--- src/rtl/sysx_slave_endpoint_if.sv ---
// sysx_slave_endpoint_if: sysX v1 8-bit bus as seen between master controller and slave endpoint.
interface sysx_slave_endpoint_if;
    logic       iBusClock;
    logic [1:0] iBusSelect;
    logic [7:0] iBusMOSI;
    logic [7:0] oBusMISO;
    logic       oBusMISOEnable;
    logic       oBusInterrupt;
    modport master (output iBusClock, iBusSelect, iBusMOSI, input oBusMISO, oBusMISOEnable, oBusInterrupt);
    modport slave  (input iBusClock, iBusSelect, iBusMOSI, output oBusMISO, oBusMISOEnable, oBusInterrupt);
endinterface

--- src/rtl/sysx_slave_endpoint.sv ---
// sysx_slave_endpoint: sysX v1 slave endpoint, deframes 6-beat word transfers into an RX FIFO and returns TX words on MISO.
// Optional saturating word/drop counters are enabled by defining SYSX_SLAVE_COUNTERS_EN.
module sysx_slave_endpoint #(
    parameter logic [1:0]  SLAVE_ID = 2'd1,
    parameter int          RX_DEPTH = 4,
    parameter logic [31:0] TX_IDLE  = 32'hFFFFFFFF
) (
    input  logic                 iClock,
    input  logic                 iReset,
    sysx_slave_endpoint_if.slave bus,
    input  logic                 iIntRequest,
    output logic [31:0]          oRxData,
    output logic                 oRxValid,
    input  logic                 iRxReady,
    input  logic [31:0]          iTxData,
    input  logic                 iTxValid,
    output logic                 oTxReady,
    input  logic                 iClearFlags,
    output logic                 oOverflow,
    output logic                 oUnderrun
`ifdef SYSX_SLAVE_COUNTERS_EN
    ,
    output logic [15:0]          oRxWordCount,
    output logic [15:0]          oDropCount
`endif
);
    localparam int AW = $clog2(RX_DEPTH);
    typedef enum logic [2:0] {IDLE, LOAD, B0, B1, B2, B3, STORE} state_t;

    state_t      state_q, state_d;
    logic [2:0]  bclk_q;
    logic [1:0]  sel1_q, sel2_q;
    logic [7:0]  mosi1_q, mosi2_q;
    logic        en_q, int_q, hold_vld_q, ovf_q, und_q;
    logic [7:0]  miso_q, miso_d;
    logic [31:0] tx_q, rx_q, hold_q;
    logic [31:0] mem [RX_DEPTH];
    logic [AW:0] wp_q, rp_q;
    logic        rise, fall, sel, fetch, capture, push;
    logic        empty, full, pop, push_ok, ovf_set, und_set, accept, ovf_d, und_d;
    logic [1:0]  kd, kq;

    // Bus clock idles high, so its sync chain resets high to avoid a false edge.
    always_ff @(posedge iClock or negedge iReset) begin
        if (!iReset) begin
            bclk_q  <= 3'b111;
            sel1_q  <= 2'd0;
            sel2_q  <= 2'd0;
            mosi1_q <= 8'd0;
            mosi2_q <= 8'd0;
        end else begin
            bclk_q  <= {bclk_q[1:0], bus.iBusClock};
            sel1_q  <= bus.iBusSelect;
            sel2_q  <= sel1_q;
            mosi1_q <= bus.iBusMOSI;
            mosi2_q <= mosi1_q;
        end
    end

    always_comb begin
        rise = bclk_q[1] && !bclk_q[2];
        fall = !bclk_q[1] && bclk_q[2];
        sel  = sel2_q == SLAVE_ID;
    end

    always_ff @(posedge iClock or negedge iReset) begin
        if (!iReset) state_q <= IDLE;
        else         state_q <= state_d;
    end

    // en_q is last cycle's sel, so IDLE only leaves on a genuine select rise.
    always_comb begin
        state_d = state_q;
        if (!sel)                  state_d = IDLE;
        else if (state_q == IDLE)  state_d = en_q ? IDLE : LOAD;
        else if (rise)             state_d = (state_q == STORE) ? LOAD : state_t'(state_q + 3'd1);
    end

    always_comb begin
        kd      = state_d[1:0] - 2'd2;
        kq      = state_q[1:0] - 2'd2;
        fetch   = (state_d == LOAD) && (state_q != LOAD);
        capture = fall && sel && (state_q inside {B0, B1, B2, B3});
        push    = fall && sel && (state_q == STORE);
        miso_d  = (state_d inside {B0, B1, B2, B3}) ? tx_q[{kd, 3'b000} +: 8] : 8'hFF;
    end

    // A full FIFO still accepts a push when the same cycle pops.
    always_comb begin
        empty   = wp_q == rp_q;
        full    = (wp_q[AW] != rp_q[AW]) && (wp_q[AW-1:0] == rp_q[AW-1:0]);
        pop     = !empty && iRxReady;
        push_ok = push && (!full || pop);
        ovf_set = push && full && !pop;
        und_set = fetch && !hold_vld_q;
        accept  = iTxValid && !hold_vld_q;
        ovf_d   = ovf_set || (ovf_q && !iClearFlags);
        und_d   = und_set || (und_q && !iClearFlags);
    end

    always_ff @(posedge iClock or negedge iReset) begin
        if (!iReset) begin
            en_q       <= 1'b0;
            int_q      <= 1'b0;
            miso_q     <= 8'hFF;
            tx_q       <= TX_IDLE;
            rx_q       <= 32'd0;
            hold_q     <= 32'd0;
            hold_vld_q <= 1'b0;
            wp_q       <= '0;
            rp_q       <= '0;
            ovf_q      <= 1'b0;
            und_q      <= 1'b0;
        end else begin
            en_q       <= sel;
            int_q      <= iIntRequest;
            miso_q     <= miso_d;
            hold_vld_q <= accept || (hold_vld_q && !fetch);
            ovf_q      <= ovf_d;
            und_q      <= und_d;
            if (fetch)   tx_q <= hold_vld_q ? hold_q : TX_IDLE;
            if (accept)  hold_q <= iTxData;
            if (capture) rx_q[{kq, 3'b000} +: 8] <= mosi2_q;
            if (push_ok) wp_q <= wp_q + (AW+1)'(1);
            if (pop)     rp_q <= rp_q + (AW+1)'(1);
        end
    end

    always_ff @(posedge iClock) begin
        if (push_ok) mem[wp_q[AW-1:0]] <= rx_q;
    end

`ifdef SYSX_SLAVE_COUNTERS_EN
    logic [15:0] rxc_q, drc_q;
    logic        drop_inc;
    always_comb drop_inc = ovf_set || und_set;
    // A clear coinciding with an event leaves the count at one.
    always_ff @(posedge iClock or negedge iReset) begin
        if (!iReset) begin
            rxc_q <= 16'd0;
            drc_q <= 16'd0;
        end else begin
            rxc_q <= iClearFlags ? {15'd0, push_ok} : (push_ok && rxc_q != 16'hFFFF) ? rxc_q + 16'd1 : rxc_q;
            drc_q <= iClearFlags ? {15'd0, drop_inc} : (drop_inc && drc_q != 16'hFFFF) ? drc_q + 16'd1 : drc_q;
        end
    end
    assign oRxWordCount = rxc_q;
    assign oDropCount   = drc_q;
`endif

    assign bus.oBusMISO       = miso_q;
    assign bus.oBusMISOEnable = en_q;
    assign bus.oBusInterrupt  = int_q;
    assign oRxValid           = !empty;
    assign oRxData            = empty ? 32'd0 : mem[rp_q[AW-1:0]];
    assign oTxReady           = !hold_vld_q;
    assign oOverflow          = ovf_q;
    assign oUnderrun          = und_q;
endmodule

--- src/flat_wrapper.sv ---
// flat-port wrapper written by rule: the top's interface ports become plain ports
module sysx_slave_endpoint_flat 
#(
    parameter logic [1:0]  SLAVE_ID = 2'd1,
    parameter int          RX_DEPTH = 4,
    parameter logic [31:0] TX_IDLE  = 32'hFFFFFFFF
)
  (iClock, iReset, iIntRequest, oRxData, oRxValid, iRxReady, iTxData, iTxValid, oTxReady, iClearFlags, oOverflow, oUnderrun, bus_iBusClock, bus_iBusSelect, bus_iBusMOSI, bus_oBusMISO, bus_oBusMISOEnable, bus_oBusInterrupt);
  sysx_slave_endpoint_if bus_i ();
  input  logic iClock;
  input  logic iReset;
  input  logic iIntRequest;
  output logic [31:0] oRxData;
  output logic oRxValid;
  input  logic iRxReady;
  input  logic [31:0] iTxData;
  input  logic iTxValid;
  output logic oTxReady;
  input  logic iClearFlags;
  output logic oOverflow;
  output logic oUnderrun;
  input wire logic [$bits(bus_i.iBusClock)-1:0] bus_iBusClock;
  input wire logic [$bits(bus_i.iBusSelect)-1:0] bus_iBusSelect;
  input wire logic [$bits(bus_i.iBusMOSI)-1:0] bus_iBusMOSI;
  output wire logic [$bits(bus_i.oBusMISO)-1:0] bus_oBusMISO;
  output wire logic [$bits(bus_i.oBusMISOEnable)-1:0] bus_oBusMISOEnable;
  output wire logic [$bits(bus_i.oBusInterrupt)-1:0] bus_oBusInterrupt;
  assign bus_i.iBusClock = bus_iBusClock;
  assign bus_i.iBusSelect = bus_iBusSelect;
  assign bus_i.iBusMOSI = bus_iBusMOSI;
  assign bus_oBusMISO = bus_i.oBusMISO;
  assign bus_oBusMISOEnable = bus_i.oBusMISOEnable;
  assign bus_oBusInterrupt = bus_i.oBusInterrupt;
  sysx_slave_endpoint #(.SLAVE_ID(SLAVE_ID), .RX_DEPTH(RX_DEPTH), .TX_IDLE(TX_IDLE)) u_core (.iClock(iClock), .iReset(iReset), .bus(bus_i), .iIntRequest(iIntRequest), .oRxData(oRxData), .oRxValid(oRxValid), .iRxReady(iRxReady), .iTxData(iTxData), .iTxValid(iTxValid), .oTxReady(oTxReady), .iClearFlags(iClearFlags), .oOverflow(oOverflow), .oUnderrun(oUnderrun));
endmodule
--- config.mk ---
export PLATFORM = sky130hd
export DESIGN_NAME = sysx_slave_endpoint_flat
export DESIGN_NICKNAME = d
export VERILOG_FILES = /design/src/rtl/sysx_slave_endpoint_if.sv /design/src/rtl/sysx_slave_endpoint.sv /design/src/flat_wrapper.sv
export SDC_FILE = /design/constraint.sdc
export NUM_CORES = 1
export LEC_CHECK = 0
export ABC_AREA = 1
export CORE_MARGIN = 3
export CORE_UTILIZATION = 55
export CTS_BUF_LIST = sky130_fd_sc_hd__clkbuf_16
export DETAILED_ROUTE_END_ITERATION = 12
export DONT_BUFFER_PORTS = 1
export PLACE_DENSITY_LB_ADDON = 0.1
export SETUP_SLACK_MARGIN = 0.2
export SKIP_LAST_GASP = 1
export SLEW_MARGIN = 20
export SYNTH_ARGS = -nofsm -noshare
export SYNTH_HDL_FRONTEND = slang
export SYNTH_SLANG_ARGS = --single-unit
--- constraint.sdc ---
create_clock -name iClock -period 3.75 [get_ports iClock]
set_input_delay 0.75 -clock iClock [delete_from_list [all_inputs] [get_ports iClock]]
set_output_delay 0.75 -clock iClock [all_outputs]
set_load 0.02 [all_outputs]
==> flow_metrics.tcl, run 1 <==
set metrics [dict create \
    fin_util_pct 61.81 \
    clk_latency_ns 0.52 \
    fin_nets 1105 \
    use_met2_pct 31.68 \
    arrival_ns 2.46 \
    yosys.area_share.xor_xnor_pct 0.3953 \
    grt_pass1_vias 6727 \
    synth_top_area_share_pct 34.70 \
    io-pin-count 95 \
    area_growth_pct 9.657 \
    use_met1_pct 31.76 \
    chipWidth_um 147.9 \
    ctsHoldBuffers 1 \
    antennaDiodeCount 0 \
    netlist_area_um2 11080 \
    ant_nets 0 \
    synth_cell_types 30 \
    wl_per_cell_um 17.03 \
    initial_core_util_pct 56.37 \
    reg2reg_to "u_core.mem[0][5]$_DFFE_PP_" \
    hold_class "in -> async" \
    avgSynthCellArea_um2 10.58 \
    power_mw 8.537 \
    instances_no_fill 1328 \
    synth_common_cells "nand2_1, edfxtp_1, nor2_1, dfrtp_1, o21ai_0" \
    synth-simple-area-share_pct 17.10 \
    dp_hpwl_um 14540 \
    cts_resized 0 \
    yosysWarnings 0 \
    detail_route.first_pass.iterations 5 \
    cts_root_buf "clkbuf_16" \
    slew_violations 0 \
    h-tree-depth 1 \
    synth.area.top_cells "edfxtp_1, dfrtp_1, dfstp_2" \
    fin_area_um2 12150 \
    crit_type "reg -> out" \
    rrSetupSlack_ns 0.56 \
    outcome "completed" \
    synth_top_family_by_area "simple AND/OR/NAND/NOR gates" \
    critPathCaptureType "primary output" \
    synth_compound_area_share_pct 7.612 \
    worstPathRequired_ns 3.00 \
    yosysMostFrequentCell "nand2_1" \
    syn_nets 1108 \
    rsz0062_at_grt "false" \
    max_cap_violations 0 \
    port_buffers 0 \
    grt_max_degree 99 \
    yosysSeqAreaShare_pct 67.03 \
    ys_ff_latch 269 \
    tightest_slew_ns 0.8976 \
    synthFlopType "edfxtp_1" \
    reg2regPathDepth 7 \
    cts.sinks 269 \
    async_reset_ff_share_pct 52.42 \
    grt_remaining_overflow 0 \
    grt_pass1_wl_um 36410 \
    clockBufferDepth 3 \
    vias 7156 \
    cts_tree "done" \
    p_leak_nw 5.239 \
    max_freq_mhz 311.8 \
    cts_setup_buffers 0 \
    regToRegStartpoint "u_core.state_q[0]$_DFF_PN0_" \
    grt_usage_pct 20.79 \
    ir_drop_mv 0.4870 \
    cp_max_fo 65 \
    rows 51 \
    coreArea_um2 19650 \
    route.detailed.drc 0 \
    skew_ns 0.01246 \
    grt_most_used_layer "met1" \
    antenna_found_initial 0 \
    slew_headroom_pct 39.70 \
    totalWireLength_um 22610 \
    post-synth-top-area-cell "edfxtp_1" \
    finalCritPeriodShare_pct 85.53 \
    clk_pin_slew_worst_paths_ns 0.06 \
    die_y_um 147.9 \
    fin_crit_ns 3.207 \
    setup_violations 0 \
    via_per_inst 5.389 \
    grtUsageMet3_pct 3.924 \
    synth_mux_area_share_pct 1.118 \
    drt_iter0_drc 510 \
    die_area_um2 21880 \
    placed_area_um2 11300 \
    cts_buffers 27 \
    synth_edf_count 128 \
    synthAdderAreaFrac_pct 1.355 \
    start_kind "flip-flop" \
    pwr_density_cell_nw_per_um2 702.7 \
    synthCells 1047 \
    setup_tns_ns 0 \
    place.gp.congestion 0.8579 \
    drive_above_1_share_pct 13.36 \
    dp_cells 1279 \
    hold_violations 0 \
]
-- worst max path at each step --
| stage | startpoint | to | slack [ns] | depth (start not counted) |
|---|---|---|---|---|
| floorplan | u_core.state_q[0]$_DFF_PN0_ | u_core.mem[3][0]$_DFFE_PP_ | 0.47 | 6 |
| global placement | u_core.state_q[0]$_DFF_PN0_ | u_core.mem[1][7]$_DFFE_PP_ | 0.56 | 7 |
| detailed placement | u_core.state_q[0]$_DFF_PN0_ | u_core.mem[1][2]$_DFFE_PP_ | 0.56 | 7 |
| CTS | u_core.rp_q[0]$_DFFE_PN0P_ | oRxData[6] | 0.50 | 7 |
| global route | u_core.rp_q[0]$_DFFE_PN0P_ | oRxData[0] | 0.32 | 7 |
| finish | u_core.rp_q[0]$_DFFE_PN0P_ | oRxData[22] | 0.54 | 7 |
-- routing by layer --
metal | wire, µm | vias to the layer above | part of all wire [%]
li1 | - | 3472 | -
met1 | 10700 | 3462 | 47
met2 | 10240 | 193 | 45
met3 | 1258 | 29 | 5.6
met4 | 414 | 0 | 1.8
met5 | 0 | - | 0
-- cell type report --
type                       instances  area, µm²
fill                            1649       7506
sequential                       269       7427
multi-input combinational        636       3068
clock buffer                      27      675.6
inverter                          93      351.6
tap                              265      331.6
timing repair buffer              17      147.6
clock inverter                    21      146.4
-- power breakdown --
group / switching (mW) / internal, mW
logic: 1.66 / 0.676
clock network: 1.06 / 1.44
registers: 0.175 / 3.52
-- metrics by stage --
step	setup WS, ns	hold slack [ns]
floorplan	0.4743	0.3312
global placement	0.5643	0.3345
detailed placement	0.5595	0.3347
CTS	0.4953	0.05479
global route	0.3151	0.04966
finish	0.5428	0.08107
-- logic make-up (layout without fill, tap and decap cells) --
logic type	Yosys count	after routing
AOI/OAI and AO/OA	158	158
xor gates and xnor gates	5	5
adders and majority gates	12	12
buffers and inverters	142	158
DFF	269	269
muxes	11	11
and+or+nand+nor	450	450
-- placed cells by master (no fill, tap or decap) --
cell,count
o31ai_1,5
clkinvlp_2,1
dfstp_2,43
o22ai_1,32
dfrtp_2,1
clkinv_1,7
bufinv_16,2
nand3_4,1
inv_1,89
inv_8,1
buf_16,1
nor4_1,1
nand2_1,236
inv_2,8
nor3_1,6
inv_4,1
nand2_4,2
nor2_2,6
nor3_2,1
mux2_2,11
buf_4,16
clkinv_2,5
edfxtp_1,128
nand3_1,85
xor2_1,3
or2_2,11
ha_1,12
a21oi_1,25
nand2_2,3
clkbuf_16,27
dfrtp_1,97
o21ai_0,96
nor2_1,97
xnor2_1,2
nor2_8,1
-- registers in the layout, indices dropped and copies added, names as in the netlist, 2 cells and up --
name                 flops
u_core.mem             128
u_core.hold_q           32
u_core.rx_q             32
u_core.tx_q             32
u_core.bus.oBusMISO      8
u_core.mosi1_q           8
u_core.mosi2_q           8
u_core.bclk_q            3
u_core.rp_q              3
u_core.state_q           3
u_core.wp_q              3
u_core.sel1_q            2
u_core.sel2_q            2
-- worst max-delay path, cell delays in order (launching register included) --
cell     delay (ns)
dfrtp_2        0.41
buf_4          0.25
inv_1          0.09
buf_4          0.53
o21ai_0        0.16
o22ai_1        0.23
nand2_1        0.09
inv_1          0.16
(Power assumes the default switching activity.)
==> inputs of run 2 (changes only) <==
--- a/config.mk
+++ b/config.mk
@@ -7,11 +7,12 @@
 export LEC_CHECK = 0
 export ABC_AREA = 1
 export CORE_MARGIN = 3
-export CORE_UTILIZATION = 55
+export CORE_UTILIZATION = 56
 export CTS_BUF_LIST = sky130_fd_sc_hd__clkbuf_16
 export DETAILED_ROUTE_END_ITERATION = 12
 export DONT_BUFFER_PORTS = 1
 export PLACE_DENSITY_LB_ADDON = 0.1
+export REMOVE_ABC_BUFFERS = 1
 export SETUP_SLACK_MARGIN = 0.2
 export SKIP_LAST_GASP = 1
 export SLEW_MARGIN = 20
==> run 2 against run 1 <==
  * Critical path depth shrank 1
  * Maximum frequency grew 7.3%
  * Via count shrank 1.7%
  * Sequential power is essentially flat
  * Cell count shrank 0.45%
  * Global-route usage is essentially flat
  * Die area shrank 1.7%
  * Largest power group unchanged
==> flow_metrics.tcl, run 2 (synthesized netlist as in run 1, its figures left out) <==
set metrics [dict create \
    clockBufferDepth 3 \
    pwr_density_cell_nw_per_um2 709.5 \
    initial_core_util_pct 58.06 \
    via_per_inst 5.318 \
    chipWidth_um 146.7 \
    antenna_found_initial 0 \
    crit_type "reg -> out" \
    max_freq_mhz 334.4 \
    grt_max_degree 99 \
    slew_violations 0 \
    die_y_um 146.7 \
    clk_pin_slew_worst_paths_ns 0.06 \
    vias 7031 \
    ctsHoldBuffers 1 \
    setup_tns_ns 0 \
    hold_class "in -> async" \
    clk_latency_ns 0.53 \
    rrSetupSlack_ns 0.96 \
    rows 50 \
    ir_drop_mv 0.4333 \
    h-tree-depth 1 \
    start_kind "flip-flop" \
    cts_setup_buffers 0 \
    totalWireLength_um 21860 \
    cts_buffers 27 \
    fin_ws_ns 0.7600 \
    reg2reg_to "u_core.oUnderrun$_DFF_PN0_" \
    cts_root_buf "clkbuf_16" \
    regArea_um2 7427 \
    dp_hpwl_um 13350 \
    largest_reg_flops 128 \
    grt_pass1_wl_um 36170 \
    nFillCells 1516 \
    fin_crit_ns 2.990 \
    tightest_slew_ns 0.7835 \
    cp-startpoint "u_core.rp_q[0]$_DFFE_PN0P_" \
    antennaDiodeCount 0 \
    critPathCaptureType "primary output" \
    dp_slack_ns 1.015 \
    worstPathRequired_ns 3.00 \
    grt_usage_pct 20.74 \
    instances_no_fill 1322 \
    fin_nets 1102 \
    io-pin-count 95 \
    finalCritPeriodShare_pct 79.73 \
    cp_max_fo 64 \
    drive_above_1_share_pct 12.62 \
    dp_cells 1271 \
    die_area_um2 21510 \
    final_common_cell "nand2_1" \
    layout_common_cells "nand2_1, edfxtp_1, nor2_1, dfrtp_1, o21ai_0" \
    rsz0062_at_grt "false" \
    reg2regPathDepth 10 \
    area_growth_pct 9.849 \
    setup_violations 0 \
    drt_iter0_drc 437 \
    max_cap_violations 0 \
    outcome "completed" \
    grt_pass1_vias 7028 \
    hold_violations 0 \
    skew_ns 0.01296 \
    wl_per_cell_um 16.53 \
    cts_resized 0 \
    slew_headroom_pct 47.36 \
    route.detailed.drc 0 \
    detail_route.first_pass.iterations 5 \
    regToRegStartpoint "u_core.state_q[0]$_DFF_PN0_" \
    placed_area_um2 11270 \
    fin_area_um2 12170 \
    coreArea_um2 19080 \
    place.gp.congestion 0.8427 \
    ant_nets 0 \
    holdWs_ns 0.07109 \
    arrival_ns 2.24 \
    port_buffers 0 \
    grt_remaining_overflow 0 \
    multiInputGateArea_um2 3068 \
    p_leak_nw 5.257 \
    cts.sinks 269 \
    cts_tree "done" \
]
run 2: metrics by stage:
stage	util, %	power [mW]
4_1_cts	63.78	8.748
6_report	63.78	8.634
3_5_place_dp	59.06	6.088
3_3_place_gp	59.06	6.029
2_1_floorplan	-	5.504
5_1_grt	63.78	9.212
run 2: power breakdown:
part           internal, mW  leakage, nW  total, mW  switching [mW]
registers              3.53         2.71       3.71           0.187
logic                 0.659         2.09       2.31            1.65
clock network          1.57        0.456       2.62            1.05
run 2: per-layer routing:
layer	global-route usage, %	wire, µm
met1	27.67	9519
met2	35.54	10840
met3	3.786	1041
met4	5.221	459
met5	0	0
run 2: how the worst max path moves through the flow:
stage	end	slack, ns	cells past startpoint
after detailed placement	u_core.oUnderrun$_DFF_PN0_	1.02	10
final	oRxData[6]	0.76	6
after floorplan	u_core.mem[3][0]$_DFFE_PP_	0.26	5
after global placement	u_core.hold_vld_q$_DFF_PN0_	1.08	11
after global routing	oRxData[6]	0.57	6
after CTS	oRxData[6]	0.72	6
run 2: cell type report:
type                    instances  area share (%)
flip-flops and latches        269           61.03
clock inverters                23           1.614
multi-input cells             636           25.21
clock buffers                  27           5.552
repair buffers                 14           1.028
well taps                     260           2.673
inverters                      93           2.889
run 2: critical path, cell delays in order (launching register included):
cell and delay, ns:
dfrtp_2 0.43, inv_1 0.09, buf_4 0.49, o21ai_0 0.16, o22ai_1 0.21, nand2_1 0.09
inv_1 0.17
